--- src/rtl/ifetch_pkg.sv ---
// Shared encodings for the instruction-fetch stage: jump types, opcodes and FSM states.
// Big-endian bit numbering ([0] = MSB) matches the decode stage this feeds.
package ifetch_pkg;

    localparam logic [0:31] RESET_PC = 32'h0000_0000;

    localparam logic [0:1] JT_NONE   = 2'b00;
    localparam logic [0:1] JT_BRANCH = 2'b01;
    localparam logic [0:1] JT_JUMP   = 2'b10;
    localparam logic [0:1] JT_JREG   = 2'b11;

    localparam logic [0:5] OP_R    = 6'h00;
    localparam logic [0:5] OP_FPR  = 6'h01;
    localparam logic [0:5] OP_J    = 6'h02;
    localparam logic [0:5] OP_JAL  = 6'h03;
    localparam logic [0:5] OP_JALR = 6'h13;

    localparam logic [0:31] NOP = 32'h0000_0000;

    typedef enum logic {
        FETCH,
        DRAIN
    } fetch_state_t;

endpackage

--- src/rtl/ifetch_target.sv ---
// Combinational redirect resolution: decides whether decode's jump/branch is taken
// and computes the new PC (all targets wrap mod 2^32).
module ifetch_target
    import ifetch_pkg::*;
(
    input  logic [0:1]  i_jump_type,
    input  logic        i_branch_cond,
    input  logic [0:31] i_cond_val,
    input  logic [0:31] i_reg_target,
    input  logic [0:31] i_dec_pc4,
    input  logic [0:25] i_dec_offset,
    output logic        o_taken,
    output logic [0:31] o_target
);

    logic w_cond_hit;

    assign w_cond_hit = ((i_cond_val != '0) == i_branch_cond);
    // Bit [0] of the jump type is its MSB: set for both unconditional jump kinds.
    assign o_taken    = ((i_jump_type == JT_BRANCH) && w_cond_hit) || i_jump_type[0];

    always_comb begin
        o_target = i_dec_pc4;
        case (i_jump_type)
            JT_JREG:   o_target = i_reg_target;
            JT_JUMP:   o_target = i_dec_pc4 + {{6{i_dec_offset[0]}}, i_dec_offset};
            JT_BRANCH: o_target = i_dec_pc4 + {{16{i_dec_offset[10]}}, i_dec_offset[10:25]};
            JT_NONE:   o_target = i_dec_pc4;
            default:   o_target = i_dec_pc4;
        endcase
    end

endmodule

--- src/rtl/ifetch.sv ---
// Instruction-fetch stage: owns the PC, drives the req/ack imem port, buffers one
// instruction for decode and applies decode's redirects with wrong-path squashing.
module ifetch
    import ifetch_pkg::*;
(
    input  logic        clk,
    input  logic        reset,
    input  logic        stall,
    output logic        IMemReq,
    output logic [0:31] IMemAddr,
    input  logic        IMemAck,
    input  logic [0:31] IMemData,
    input  logic [0:1]  JumpType,
    input  logic        BranchCond,
    input  logic [0:31] CondVal,
    input  logic [0:31] RegTarget,
    input  logic [0:31] DecPCPlusFour,
    input  logic [0:25] DecOffset,
    output logic [0:5]  NextOpCode,
    output logic [0:5]  NextFunction,
    output logic [0:4]  NextRs1,
    output logic [0:4]  NextRs2,
    output logic [0:4]  NextRd,
    output logic [0:15] NextImmd,
    output logic [0:31] NextPCPlusFour
);

    fetch_state_t r_state;
    logic [0:31]  r_pc;
    logic [0:31]  r_drain_addr;
    logic [0:31]  r_instr;
    logic [0:31]  r_pc4;
    logic         r_full;

    logic         w_taken;
    logic [0:31]  w_target;
    logic         w_accept;
    logic         w_redirect;
    logic         w_ack;
    logic [0:31]  w_word;

    ifetch_target u_target (
        .i_jump_type  (JumpType),
        .i_branch_cond(BranchCond),
        .i_cond_val   (CondVal),
        .i_reg_target (RegTarget),
        .i_dec_pc4    (DecPCPlusFour),
        .i_dec_offset (DecOffset),
        .o_taken      (w_taken),
        .o_target     (w_target)
    );

    assign w_accept   = !r_full || !stall;
    assign w_redirect = w_taken && !stall;
    // Requests in FETCH only go out when the ack is guaranteed to be accepted.
    assign IMemReq    = reset && ((r_state == DRAIN) || w_accept);
    assign IMemAddr   = (r_state == DRAIN) ? r_drain_addr : r_pc;
    assign w_ack      = IMemAck && IMemReq;

    assign w_word         = r_full ? r_instr : NOP;
    assign NextOpCode     = w_word[0:5];
    assign NextRs1        = w_word[6:10];
    assign NextRs2        = w_word[11:15];
    assign NextImmd       = w_word[16:31];
    assign NextFunction   = w_word[26:31];
    assign NextPCPlusFour = r_full ? r_pc4 : '0;

    always_comb begin
        NextRd = w_word[11:15];
        if ((w_word[0:5] == OP_R) || (w_word[0:5] == OP_FPR))
            NextRd = w_word[16:20];
        else if ((w_word[0:5] == OP_JAL) || (w_word[0:5] == OP_JALR))
            NextRd = 5'd31;
    end

    always_ff @(posedge clk or negedge reset) begin
        if (!reset) begin
            r_state      <= FETCH;
            r_pc         <= RESET_PC;
            r_drain_addr <= '0;
            r_instr      <= '0;
            r_pc4        <= '0;
            r_full       <= 1'b0;
        end else begin
            case (r_state)
                FETCH: begin
                    if (w_redirect) begin
                        r_pc   <= w_target;
                        r_full <= 1'b0;
                        // Unacked request must still complete at its old address.
                        if (!w_ack) begin
                            r_drain_addr <= r_pc;
                            r_state      <= DRAIN;
                        end
                    end else if (w_ack && w_accept) begin
                        r_instr <= IMemData;
                        r_pc4   <= r_pc + 32'd4;
                        r_pc    <= r_pc + 32'd4;
                        r_full  <= 1'b1;
                    end else if (!stall) begin
                        r_full <= 1'b0;
                    end
                end
                DRAIN: begin
                    r_full <= 1'b0;
                    if (w_redirect)
                        r_pc <= w_target;
                    if (w_ack)
                        r_state <= FETCH;
                end
                default: r_state <= FETCH;
            endcase
        end
    end

endmodule

--- config.mk ---
export PLATFORM = sky130hd
export DESIGN_NAME = ifetch
export DESIGN_NICKNAME = d
export VERILOG_FILES = /design/src/rtl/ifetch_pkg.sv /design/src/rtl/ifetch_target.sv /design/src/rtl/ifetch.sv
export SDC_FILE = /design/constraint.sdc
export NUM_CORES = 1
export LEC_CHECK = 0
export ABC_AREA = 1
export BUFFER_PORTS_ARGS = -buffer_cell sky130_fd_sc_hd__buf_2
export CELL_PAD_IN_SITES_DETAIL_PLACEMENT = 1
export CELL_PAD_IN_SITES_GLOBAL_PLACEMENT = 2
export CORE_MARGIN = 5
export CORE_UTILIZATION = 30
export DETAILED_ROUTE_END_ITERATION = 8
export PLACE_DENSITY_LB_ADDON = 0.1
export SLEW_MARGIN = 25
export SYNTH_ARGS = -nofsm -noshare
export SYNTH_HDL_FRONTEND = slang
export SYNTH_HIERARCHICAL = 1
export SYNTH_SLANG_ARGS = --single-unit
export TNS_END_PERCENT = 50
--- constraint.sdc ---
create_clock -name clk -period 4.4 [get_ports clk]
set_input_delay 0 -clock clk [delete_from_list [all_inputs] [get_ports clk]]
set_output_delay 0 -clock clk [all_outputs]
set_load 0.1 [all_outputs]
# [After elaboration in Yosys (flattened, before gate mapping)]
# Index checks and enable logic that the tools add are counted.
[classes] add_sub_neg=3 n_mux=17 n_eq_ne=10 n_reduce_logical=18 bitwise_logic=3
[op_table] cell="$mux W32" n=6
[op_table] cell="$pmux W32 S4" n=1
[op_table] cell="$add A32 B32 Y32" n=2
[op_table] cell="$pmux W32 S2" n=1
[op_table] cell="$add A32 B3 Y32 const B" n=1
[op_table] cell="$reduce_bool A32 Y1" n=1
[op_table] cell="$mux W5" n=2
[op_table] cell="$eq A6 B1 Y1 const B" n=1
[op_table] cell="$eq A6 B2 Y1 const B" n=1
[op_table] cell="$eq A6 B5 Y1 const B" n=1
[op_table] cell="$logic_not A6 Y1" n=1
[op_table] cell="$reduce_and A3 Y1" n=2
[op_table] cell="$logic_and A1 B1 Y1" n=5
[op_table] cell="$logic_or A1 B1 Y1" n=5
[op_table] cell="$mux W1" n=5
[op_table] cell="$eq A2 B2 Y1 const B" n=2
[op_table] cell="$ne A4 B4 Y1 const B" n=1
[op_table] cell="$pmux W1 S2" n=2
[op_table] cell="$ne A3 B3 Y1 const B" n=1
[op_table] cell="$not A1 Y1" n=3
[op_table] cell="$eq A2 B1 Y1 const B" n=1
[op_table] cell="$logic_not A1 Y1" n=2
[op_table] cell="$logic_not A2 Y1" n=1
[op_table] cell="$ne A2 B1 Y1 const B" n=1
[op_table] cell="other kinds (2)" n=2
[word_totals] reg_bits=130 output_inout_bits=108 word_cells=57 in_bits=161

# [Depth between registers and ports, before layout]
[depth] depth_word=9 mapped_depth=22 ltp_nobuf=22

# [Modules after synthesis]
# The synthesis kept the hierarchy.
[by_module_without_submodules] module="ifetch" cells_each=951 instances=1 seq_area_each_um2=3253.1 area_per_inst_um2=6874.1
[by_module_without_submodules] module="ifetch_target" cells_each=684 instances=1 seq_area_each_um2=0.0 area_per_inst_um2=3392.0

# [Least setup slack after synthesis]
# No wires, ideal clock.
[synth_path] path_type="reg-to-output" startpoint="register r_full" endpoint="output NextRd[0] (netlist name)" path_buffers=1 t_arrival_ns=3.159 required_time_ns=4.400 setup_slack_ns=1.241 stages_incl_launch_ff=7 path_cell_list="dfrtp_1 buf_2 nand2_1 inv_1 nor2_1 nand4_2 a31oi_1"
[synth_between] elab_chain_len=5 word_cells_on_any_way=9 classes_between="3 x eq/ne; 3 x mux; 3 x reduce/logical"
[synth_lines] item="start: declaration" line_no="ifetch.sv:33" rtl="logic r_full;"
[synth_lines] item="start signal: assignment" line_no="ifetch.sv:83" rtl="r_full <= 1'b0;"
[synth_lines] item="start signal: assignment" line_no="ifetch.sv:89" rtl="r_full <= 1'b0;"
[synth_lines] item="start signal: assignment" line_no="ifetch.sv:99" rtl="r_full <= 1'b1;"
[synth_lines] item="$mux W32 *" line_no="ifetch.sv:60" rtl="assign w_word = r_full ? r_instr : NOP;"
[synth_lines] item="named net NextOpCode (one bit)" line_no="ifetch.sv:19" rtl="output logic [0:5] NextOpCode,"
[synth_lines] item="$eq A6 B2 Y1 / $eq A6 B5 Y1 (equally long branches)" line_no="ifetch.sv:72" rtl="else if ((w_word[0:5] == OP_JAL) || (w_word[0:5] == OP_JALR))"
[synth_lines] item="$logic_or A1 B1 Y1" line_no="ifetch.sv:72"
[synth_lines] item="$mux W5" line_no="ifetch.sv:72"
[synth_lines] item="$mux W5 *" line_no="ifetch.sv:70" rtl="if ((w_word[0:5] == OP_R) || (w_word[0:5] == OP_FPR))"
[synth_lines] item="end: declaration" line_no="ifetch.sv:23" rtl="output logic [0:4] NextRd,"
# Mark *: on every way through the listed nets, which the timed path passes. The rest lies on a longest branch.

# [Worst setup path in the final report]
[layout_path] startpoint="input JumpType[0] (netlist name)" endpoint="register r_pc[6] (netlist name)"
[layout_between] word_cells_on_any_way=14 classes_between="5 x eq/ne; 4 x mux; 5 x reduce/logical"
[layout_rtl] item="start: declaration" line_no="ifetch.sv:13" rtl="input logic [0:1] JumpType,"
[layout_rtl] item="$eq A2 B1 Y1 (tied with other cells)" line_no="ifetch_target.sv:24" rtl="case (i_jump_type)"
[layout_rtl] item="$pmux W32 S4 *" line_no="ifetch_target.sv:24"
[layout_rtl] item="named net w_target (one bit)" line_no="ifetch.sv:36" rtl="logic [0:31] w_target;"
[layout_rtl] item="$mux W32 (on tied branches)" line_no="ifetch.sv:106, ifetch.sv:87"
[layout_rtl] item="$pmux W32 S2 *" line_no="ifetch.sv:85" rtl="case (r_state)"
[layout_rtl] item="end signal: assignment" line_no="ifetch.sv:88" rtl="r_pc <= w_target;"
[layout_rtl] item="end signal: assignment" line_no="ifetch.sv:98" rtl="r_pc <= r_pc + 32'd4;"
[layout_rtl] item="end signal: assignment" line_no="ifetch.sv:107" rtl="r_pc <= w_target;"
[layout_rtl] item="end: declaration" line_no="ifetch.sv:29" rtl="logic [0:31] r_pc;"
# Mark *: on every way through the listed nets, which the timed path passes. The rest lies on a longest branch. The select of a mux whose other input is x is not followed.
# A chain may end at the register's enable or synchronous reset.

==> results <==
- In this run the number of cells on the critical path is 19.
- Along the worst path, the maximum fanout reaches 9.
- Data arrives at the worst endpoint at 3.02 ns.
- In the post-synthesis netlist, the biggest area contributors are dfrtp_1 32%, nand2_1 21%, inv_1 8.4%.
- For the final routed database, the setup TNS stands at 0 ns.
- The mean post-synth cell area is 6.28 sq um.
- For this run, the top clock speed supported by timing is 0.367 GHz.
- The type of the most critical hold path is input port to register.
- The clock passes through at most 2 buffers.
- The net count reported at finish is 2,104.
- In the detailed route, the total length drawn on met2 is 18.8 mm.
- The worst setup path is launched from an input port.
- The commonest cells after synthesis are 580 x nand2_1, 231 x inv_1, 153 x nor2_1, 130 x dfrtp_1, 105 x o21ai_0.
- The number of H-tree branching levels is 4.
- During I/O placement, the number of pins put on the boundary was 269.
- Measured against its own limit, the worst slew margin works out to 46.1%.
- Along the worst hold path, the cell count comes to 5.
- The highest ir drop seen on vdd is 304 uV.
- Setup repair after global routing left no endpoint under its margin.
- From bottom edge to top edge, the die measures 195 um.
- The worst path buffer plus inverter count is 4.
- The count of endpoints failing hold in the final timing report is 0.
- The top cell family by delay on the critical path is simple AND/OR/NAND/NOR gates.
- STA classifies the critical path endpoint as a register.
- After synthesis, the share of flip-flops with an asynchronous set or reset is 100%.
- The largest clock skew in the final design is 0.00661 ns.
- The number of synthesized flops with an enable pin is 0.
- The root buffer cell chosen for the clock tree is clkbuf_16.
- The startpoint of the worst-slack reg-to-reg timing path is r_state.
- The total core area is 33,700 sq um.
- The clock drives 130 sinks.
- The final max-slew violation count is 0.
- The number of nets in the synthesized netlist is 1,832.
- Yosys printed 6 warnings.
- The transition time at the pin with the least slew margin is 0.809 ns.
- The detail route stage leaves a number of antenna-violating nets equal to 0.
- The largest single stage delay on the critical path is 0.38 ns.
- The post-route netlist has 21.2% of its cells at a drive strength greater than 1.
- The clock transition at the registers of the reported paths is 0.06 ns.
- The routed wire length is 40.2 mm.
- The routed length on met1 is 19.8 mm.
- The remaining global-route overflow is 0.
- The die footprint is 38,000 sq um.
- The final worst slack is 1.68 ns.
- Once the clock tree was built, the setup fixing pass inserted 0 buffers.
- The worst hold path begins at RegTarget[31].
- Detailed routing inserted a total of 11,013 vias.
- By instance count, the leading cell after synthesis is nand2_1.
- The TritonCTS clock tree is built.
- The initial detailed-routing violation count is 438.
- The class of the most critical setup path is input port to register.
- Global routing used 20.8% of the available tracks.
- The growth of design area from synthesis to finish is 25.7%.
- Synthesis instantiated 42 different standard cells from the library.
- The run finished with clean final reports.
- The first detailed-routing pass ran for 5 iterations.
- The clock insertion delay at the later pin of the skew report is 0.42 ns.
- Detailed routing placed a total of 977 um of wire on met3.
- The cell count of the worst reg-to-reg path is 6.
- The post-synthesis sequential element count is 130.
- Setup violations remaining at the end of the flow were counted as 0.
- The routed design could run at a clock period as short as 2.72 ns.
- Prior to clock tree synthesis, the placed netlist has a worst setup slack of 0.845 ns.
- Entering global routing, the biggest net connects 73 pins.
- TritonCTS created 17 clock buffers.
- Power spread over the standard cell area amounts to 470 nW/um^2.
- The number of antenna violations at the first check in global routing is 4.
- In this run, post-CTS repair resized a total of 0 instances.
- The number of port buffers is 268.
- Dividing the final minimum period by the clock period gives 61.9%.
- The global-route wire length before repair is 63.8 mm.
- Of the synthesized area, sequential elements account for 31.7%.
- After detailed routing, no signal wire sits above met4.
- The number of placement rows is 67.
- The via count of the first global-routing pass is 11,581.
- The largest area contributor in the netlist is dfrtp_1.
- At the end of routability-driven placement, the weighted congestion stood at 0.841.
- On the critical path, the stage with the largest delay is an instance of ha_1.
- The remaining design rule violation count is 0.
- In the routed layout, each cell is associated on average with a via count of 4.64.
- Fill cells in the final layout number 4,542.
- The critical path starts at JumpType[0].
- The cell occurring most often along the worst timing path is nand2_1.
- The mapped netlist covers 10,300 sq um.
- After synthesis, the largest area contributor takes up 31.7% of total cell area.
- For this run, the leading register cell type out of synthesis is dfrtp_1.
- Measured along the x axis, the die boundary spans 195 um.
- The HPWL after detailed placement is 32.0 mm.
- Across the run, the number of max-cap violations was 0.
- The post-synthesis cell count is 1,635.
- Traced cell by cell, the critical path runs through buf_2, inv_1, ha_1, inv_1, or2_1, clkinv_1, nor2_1, ha_1, nand2_1, nor2_2, nand2_1, nand2_1, nand2_1, nand3_1, nand2_1, nand3_1, a21oi_1, o21ai_0, a21oi_2.
- The initial utilization of the core area, before any placement, comes to 30.5%.
- The leakage power of the design is 7.40 nW.
- The required arrival time at the worst endpoint is 4.70 ns.
- The final routed wire length divided by cell count is 17.0 um.
worst min-delay path, stage by stage:
cell     delay [ns]
buf_2          0.09
nor2_1         0.09
a21oi_1        0.06
nand2_1        0.06
o21ai_0        0.07
kinds of logic after synthesis:
kind of cell | share of synthesized area, %
AND/OR/NAND/NOR | 36.7
buffers and inverters | 12.1
AO/OA/AOI/OAI | 14.3
flip-flops | 31.7
adder cells (fa/ha/maj) | 4.46
XOR/XNOR | 0.853
worst paths after layout:
kind | to | slack, ns
worst max-delay path | r_pc[6] | 1.68
worst min-delay path | r_pc[31] | 0.01
worst max register to register | r_pc[6] | 2.06
worst min register to register | r_instr[9] | 0.47
max in group asynchronous | r_pc[9] | 2.89
min in group asynchronous | r_pc4[28] | 0.36
per-layer routing:
metal / vias up / global-route usage, %
li1: 5645 / -
met1: 5197 / 29.2
met2: 147 / 34.6
met3: 24 / 2.52
met4: 0 / 4.63
met5: - / 0
area by class of cell:
class | instances | area (sq um) | share of cell area, %
timing repair buffer | 316 | 1830 | 14.2
antenna | 4 | 10.0 | 0.0776
inverter | 241 | 905 | 7.01
sequential | 130 | 3260 | 25.3
clock buffer | 18 | 439 | 3.40
tap | 448 | 561 | 4.34
multi-input combinational | 1201 | 5790 | 44.9
clock inverter | 13 | 114 | 0.882
per-stage QoR:
stage | hold slack, ns | cell area, sq um | utilization [%] | cells | power [mW]
floorplan | -0.296 | 10300 | - | 1635 | 4.03
global placement | 0.203 | 11900 | 35.4 | 2298 | 4.68
detailed placement | 0.207 | 11900 | 35.4 | 2298 | 4.73
CTS | 0.00115 | 12900 | 38.2 | 2366 | 6.11
global route | 0.0267 | 12900 | 38.3 | 2371 | 6.46
finish | 0.0141 | 12900 | 38.3 | 2371 | 6.06
layout by cell type (no fill, tap or decap), types with 12 or more instances in the layout:
cell type,instances
a21oi_1,104
nor2_1,153
nor2_2,12
buf_2,267
dlygate4sd3_1,37
a31oi_1,13
o21ai_1,28
nand3_2,22
nand2_1,580
nand3_1,55
o21ai_0,105
clkbuf_16,17
dfrtp_1,128
ha_1,34
nand2_2,19
inv_1,231
registers in the layout (all words and copies together), names as in the netlist:
name,count
r_pc,32
r_full,1
r_pc4,32
r_instr,32
r_drain_addr,32
r_state,1
power by group:
group | internal [mW] | switching (mW)
logic | 0.658 | 2.19
registers | 1.57 | 0.300
clock network | 0.786 | 0.555
repair_timing:
item                                    in CTS  in global routing
hold endpoints to repair                    94                  0
endpoints found under the setup margin       0                  0
hold buffers                                37                  0
Note: power is estimated with default switching activity, not from simulation.
